## config.mk

```make
export PLATFORM = sky130hd
export DESIGN_NAME = ppu_scanline_sequencer
export DESIGN_NICKNAME = d
export VERILOG_FILES = /design/src/rtl/ppu_scanline_sequencer.sv
export SDC_FILE = /design/constraint.sdc
export NUM_CORES = 1
export LEC_CHECK = 0
export CAP_MARGIN = 0
export CORE_MARGIN = 2
export CORE_UTILIZATION = 43
export CTS_CLUSTER_SIZE = 10
export DETAILED_ROUTE_END_ITERATION = 8
export HOLD_SLACK_MARGIN = 0.05
export PLACE_DENSITY = 0.85
export SYNTH_ARGS = -nofsm -noshare
export SYNTH_HDL_FRONTEND = slang
export SYNTH_SLANG_ARGS = --single-unit
export TNS_END_PERCENT = 100
```

## constraint.sdc

```tcl
create_clock -name clk -period 2.2 [get_ports clk]
set_input_delay 0.55 -clock clk [delete_from_list [all_inputs] [get_ports clk]]
set_output_delay 0.55 -clock clk [all_outputs]
set_load 0.05 [all_outputs]
```

## src/rtl/ppu_scanline_sequencer.sv

```systemverilog
// PPU per-frame scanline sequencer: vsync sync, line req/done handshake, pixel gating.
// Optional NMI output enabled by defining PPU_SEQ_NMI_EN.
module ppu_scanline_sequencer #(
   parameter int VISIBLE_LINES = 240,
   parameter int LINE_W        = 8,
   parameter int FRAME_W       = 8,
   parameter int PIX_W         = 6
) (
   input  logic               clk,
   input  logic               reset_n,
   input  logic               vs_in,
   output logic               line_start,
   output logic [LINE_W-1:0]  y_idx,
   input  logic               line_done,
   input  logic               pix_valid,
   input  logic [PIX_W-1:0]   pix_in,
   output logic               pix_ready,
   input  logic               fifo_full,
   input  logic               fifo_empty,
   output logic               fifo_we,
   output logic               fifo_re,
   output logic [PIX_W-1:0]   fifo_din,
   output logic               in_vblank,
   output logic [FRAME_W-1:0] frame_cnt,
   output logic               odd_frame,
   output logic               overrun,
`ifdef PPU_SEQ_NMI_EN
   input  logic               nmi_en,
   input  logic               nmi_ack,
   output logic               nmi_n,
`endif
   input  logic               clr_overrun
);

   localparam logic [1:0] S_IDLE = 2'd0;
   localparam logic [1:0] S_LS   = 2'd1;
   localparam logic [1:0] S_BUSY = 2'd2;
   localparam logic [1:0] S_VB   = 2'd3;

   localparam logic [LINE_W-1:0] LAST_Y = LINE_W'(VISIBLE_LINES - 1);

   logic [1:0]        state, state_nx;
   logic [LINE_W-1:0] y_nx;
   logic              cnt_inc, ov_set, vb_entry;
   logic              vs_s1, vs_s2, vs_s3;
   logic              frame_start;

   // Third flop only remembers the synced level for edge detection.
   always_ff @(posedge clk or negedge reset_n) begin
      if (!reset_n) begin
         vs_s1 <= 1'b0;
         vs_s2 <= 1'b0;
         vs_s3 <= 1'b0;
      end else begin
         vs_s1 <= vs_in;
         vs_s2 <= vs_s1;
         vs_s3 <= vs_s2;
      end
   end

   assign frame_start = vs_s2 & ~vs_s3;

   always_comb begin
      state_nx = state;
      y_nx     = y_idx;
      cnt_inc  = 1'b0;
      ov_set   = 1'b0;
      vb_entry = 1'b0;
      unique case (state)
         S_IDLE: begin
            if (frame_start) begin
               state_nx = S_LS;
               y_nx     = '0;
            end
         end
         S_LS: begin
            if (frame_start) begin
               ov_set  = 1'b1;
               cnt_inc = 1'b1;
               y_nx    = '0;
            end else begin
               state_nx = S_BUSY;
            end
         end
         S_BUSY: begin
            // A new frame overrides a line finishing on the same edge.
            if (frame_start) begin
               ov_set   = 1'b1;
               cnt_inc  = 1'b1;
               y_nx     = '0;
               state_nx = S_LS;
            end else if (line_done) begin
               if (y_idx == LAST_Y) begin
                  state_nx = S_VB;
                  y_nx     = '0;
                  vb_entry = 1'b1;
               end else begin
                  state_nx = S_LS;
                  y_nx     = y_idx + LINE_W'(1);
               end
            end
         end
         S_VB: begin
            if (frame_start) begin
               state_nx = S_LS;
               cnt_inc  = 1'b1;
               y_nx     = '0;
            end
         end
         default: state_nx = S_IDLE;
      endcase
   end

   always_ff @(posedge clk or negedge reset_n) begin
      if (!reset_n) begin
         state     <= S_IDLE;
         y_idx     <= '0;
         frame_cnt <= '0;
         overrun   <= 1'b0;
      end else begin
         state <= state_nx;
         y_idx <= y_nx;
         if (cnt_inc) frame_cnt <= frame_cnt + FRAME_W'(1);
         if (ov_set) overrun <= 1'b1;
         else if (clr_overrun) overrun <= 1'b0;
      end
   end

`ifdef PPU_SEQ_NMI_EN
   always_ff @(posedge clk or negedge reset_n) begin
      if (!reset_n) nmi_n <= 1'b1;
      else if (vb_entry && nmi_en) nmi_n <= 1'b0;
      else if (nmi_ack || frame_start || !nmi_en) nmi_n <= 1'b1;
   end
`endif

   assign line_start = (state == S_LS);
   assign in_vblank  = (state == S_IDLE) || (state == S_VB);
   assign odd_frame  = frame_cnt[0];

   assign pix_ready = ~fifo_full;
   assign fifo_we   = pix_valid & ~fifo_full;
   assign fifo_din  = pix_in;
   assign fifo_re   = ~fifo_empty;

endmodule

```

Word level (Yosys, flattened, before mapping) --
Index checks and enable logic that the tools add are counted.
Word-level totals: register bits 22, bits in latches 0, memories kept 0, ROM bits 0, memory bits (writable) 0
Operators by class: add/subtract/negate cells 2, $lt $le $gt $ge 0, equal/unequal tests 8, bitwise logic cells 5, reductions and logical operators 9, shift operators 0, divide/modulo/power cells 0, muxes and demuxes 16, multipliers 0
Operators with widths (number):
- 8-bit 2-to-1 mux | 4
- 8-bit by 1-bit adder with 8-bit output (second input constant) | 2
- 8-bit case mux with 2 select lines | 1
- 2-bit 2-to-1 mux | 5
- 8-bit equality test (second input constant) | 1
- 2-bit case mux with 3 select lines | 1
- 3-bit OR reduction | 2
- 1-bit 2-to-1 mux | 5
- 2-bit equality test (second input constant) | 2
- 2-bit by 1-bit inequality test with 1-bit output (second input constant) | 2
- 2-bit OR reduction | 2
- 3-bit inequality test (second input constant) | 1
- 1-bit NOT | 3
- 3-bit AND reduction | 1
- 1-bit AND | 2
- 2-bit by 1-bit equality test with 1-bit output (second input constant) | 1
- 2-bit logical NOT | 1
- 2-bit inequality test (second input constant) | 1
- 2-bit AND reduction | 1
- 2-bit nonzero test | 1
- 1-bit logical OR | 1

Longest topological paths before layout --
word-level depth 5, gate-level depth with buffers 6, gate-level depth less buffers 6

Least setup slack after synthesis --
Ideal clock, no wire load.
path kind input-to-output, start point input port pix_valid, end point output port fifo_we, path buffers 0, data arrival time 1257 ps, stages 1, required time 1650 ps, setup slack 393 ps, cell sequence nor2b_1
On the way: word-level cells in the longest chain between the ends 1
RTL lines:
- start: declaration | line 15 | input logic pix_valid,
- 1-bit AND | line 142 | assign fifo_we = pix_valid & ~fifo_full;
- end: declaration | line 20 | output logic fifo_we,
No other way between the ends.

Worst setup path in the final report --
start point register frame_cnt[3], end point output port frame_cnt[3]
RTL lines:
- start: declaration | line 24 | output logic [FRAME_W-1:0] frame_cnt,
- start signal: assignment | line 123 | if (cnt_inc) frame_cnt <= frame_cnt + FRAME_W'(1);
No word-level cell between the ends.

==> key figures <==
Floorplan
  – DIE WIDTH: 55.5 µm
  – Io pins: 43
  – Initial core utilization: 45.6%
  – Die area: 3080 µm²
  – Die Height: 55.5 µm
  – Core area: 2500 µm²
  – Row cnt: 18

GRT
  – Total global-route track usage: 16.1%
  – Initial antenna violation count: 0
  – Largest net degree at the start of global routing: 23
  – Congestion Overflow GR: 0
  – First-pass GRT wire length: 3.95 mm
  – Vias in the first global route: 854

Synthesis
  – Yosys Warn Count: 0
  – Mapped cell area: 1140 µm²
  – Most common cell in the synthesized netlist: dfrtp_1
  – Post-Syn Area per Cell: 10.7 µm²
  – Largest cells by area after synthesis: dfrtp_1 (48%), ha_1 (7.7%), buf_4 (4.6%)
  – Post-synthesis register bit count: 22
  – Mapped Cells: 107
  – Seq/Total Area, Yosys: 48.2%
  – Commonest cells in the synthesized netlist: dfrtp_1 (22), a21oi_1 (8), nand2_1 (8)
  – Mapped Nets: 128
  – Number of enable flip-flop cells after synthesis: 0
  – Unique masters post-synth: 30
  – Async SR Flop Fraction: 100%
  – Post-synth top area cell: dfrtp_1
  – Main synth FF type: dfrtp_1
  – Top cell type's share of synthesized area: 48.2%

Place
  – IO buf count: 30
  – Final weighted congestion in routability-driven placement: 0.753
  – Placement Setup Slack: 0.133 ns
  – HPWL Detailed: 1.72 mm

CTS
  – Max Root-Sink Buffers: 2
  – Clock transition at path regs: 0.12 ns
  – CTS Buf Count: 3
  – Clock sinks: 22
  – CTS H-tree depth: 1
  – Root Buffer: clkbuf_4
  – Clock latency at the later pin of the worst-skew pair: 0.32 ns
  – Clock tree from TritonCTS: done

Power
  – Sw Pwr: 0.844 mW
  – Pwr Density: 1220 nW/µm²
  – Maximum VDD drop: 0.989 mV
  – Share of power burned in registers: 31.8%
  – Int Power: 1.03 mW
  – Logic gate share of total power: 51.3%
  – Leakage: 0.727 nW
  – Clk network pwr share: 16.9%
  – Sw Share: 45.0%

STA
  – Unrepaired setup endpoints after global routing: false
  – Hold violation count in the final report: 0
  – Final Critical Period: 2.15 ns
  – Crit share post-route: 97.6%
  – Slew margin rel.: 66.4%
  – Setup violators final: 0
  – Final setup TNS: 0 ns
  – Fmax: 0.466 GHz
  – Max-slew violation count: 0
  – Slack of the critical path: 0.0526 ns
  – Worst Tran Pin Value: 0.503 ns
  – Clock Skew: 0.00214 ns

Worst hold path
  – Min-Delay Path Class: register to register
  – Worst hold start: vs_s1

Drt
  – Avg Vias per Cell: 5.39
  – Wire per inst: 13.7 µm
  – Remaining DRCs: 0
  – Number of nets with antenna violations after routing: 0
  – Vias: 889
  – Initial DRT Pass Iterations: 4
  – Initial drt markers: 7
  – Final WL: 2.26 mm

Critical path
  – Crit-path leading delay family: buffers and inverters
  – Slowest stage cell, crit path: clkdlybuf4s50_1
  – CP cell instances: clkdlybuf4s50_1
  – CP Buf/Inv Count: 1
  – Crit. End Element: output port
  – Reg2reg start: state[0]
  – Data required, critical path: 1.65 ns
  – Worst setup SP type: register
  – Largest stage delay on the critical path: 0.83 ns
  – Crit Path Category: register to output port
  – WP data arrival: 1.60 ns
  – CP startpoint: frame_cnt[3]
  – Critical path fanouts, max: 5

Layout
  – # diodes: 0
  – NumNets Final: 157
  – Share of layout cells above drive strength 1: 11.9%
  – Syn-to-layout area delta: 34.3%

Run status
  – Status: complete, no violations

Job
  – Max-Cap Viols: 0
## layout make-up
class / count / area, µm²
clock buffer: 3 / 22.5
clock inverter: 1 / 30.0
fill: 200 / 967
inverter: 6 / 22.5
multi-input combinational: 72 / 515
sequential: 22 / 551
tap: 30 / 37.5
timing repair buffer: 31 / 354
## power by group through the flow
stage               Combinational, mW  Clock [mW]  Sequential [mW]
floorplan                       0.417           0            0.844
global placement                0.942           0            0.596
detailed placement              0.967           0            0.607
CTS                             0.972       0.321            0.598
global route                     1.01       0.337            0.619
finish                          0.962       0.316            0.596
## cell families (layout without fill, tap and decap cells)
group	Yosys count	count (layout)	share of synthesized area, %
AOI/OAI and AO/OA	19	19	9.43
xor gates and xnor gates	8	8	6.14
adders and majority gates	7	7	7.68
buffers and inverters	13	41	6.58
DFF	22	22	48.2
muxes	2	2	1.86
and+or+nand+nor	36	36	20.1
## state kept, by name (all words and copies together) (netlist names)
name,count
frame_cnt,8
vs_s2,1
state,2
overrun,1
y_idx,8
vs_s3,1
vs_s1,1
## layout by cell type (no fill, tap or decap), types with 2 or more instances in the layout
master,synthesis,final
xnor2_1,5,5
o31ai_1,2,2
nand4_1,3,3
nand2_1,8,8
buf_4,7,2
inv_1,6,6
dfrtp_1,22,22
clkdlybuf4s50_1,0,20
and4_1,2,2
and3_1,2,2
xor2_1,3,3
o22ai_1,2,2
clkbuf_4,0,3
nor2_1,2,2
dlymetal6s2s_1,0,4
ha_1,7,7
or3b_1,2,2
nand3_1,6,6
buf_12,0,4
o21ai_0,5,5
a21oi_1,8,8
or3_1,3,3
## worst register-to-register path, stage by stage (launching register included)
cell and delay (ns):
dfrtp_1 0.40, inv_1 0.10, ha_1 0.24, nand2b_1 0.19, a21oi_2 0.13, or4_1 0.49
a21oi_1 0.15
## layer usage
layer	vias up	track usage (%)	wire, µm	share of wire [%]
met4	0	8.36	46	2.0
met1	433	20.3	958	42
met5	-	0	0	0
li1	427	-	-	-
met3	8	3.51	109	4.8
met2	21	25.9	1150	51
## worst paths after layout
kind,end,slack (ns),depth (start not counted)
setup / recovery,frame_cnt[3],0.05,1
hold / removal,vs_s2,0.36,0
setup reg to reg,y_idx[7],0.44,6
hold reg to reg,vs_s2,0.36,0
max in group asynchronous,y_idx[2],1.43,2
min in group asynchronous,frame_cnt[4],0.55,2
## metrics by stage
stage / utilization (%) / std cells / hold slack [ns] / power [mW] / area, µm²
floorplan: - / 107 / 0.254 / 1.26 / 1140
global placement: 58.9 / 161 / 0.335 / 1.54 / 1470
detailed placement: 58.9 / 161 / 0.337 / 1.57 / 1470
CTS: 60.9 / 165 / 0.367 / 1.89 / 1520
global route: 61.3 / 165 / 0.377 / 1.97 / 1530
finish: 61.3 / 165 / 0.364 / 1.87 / 1530
## what timing repair did
action,in CTS,in global routing
hold buffers,0,0
resized for setup,1,4
setup buffers,0,0
setup endpoints to repair,1,4
(Power assumes the default switching activity.)
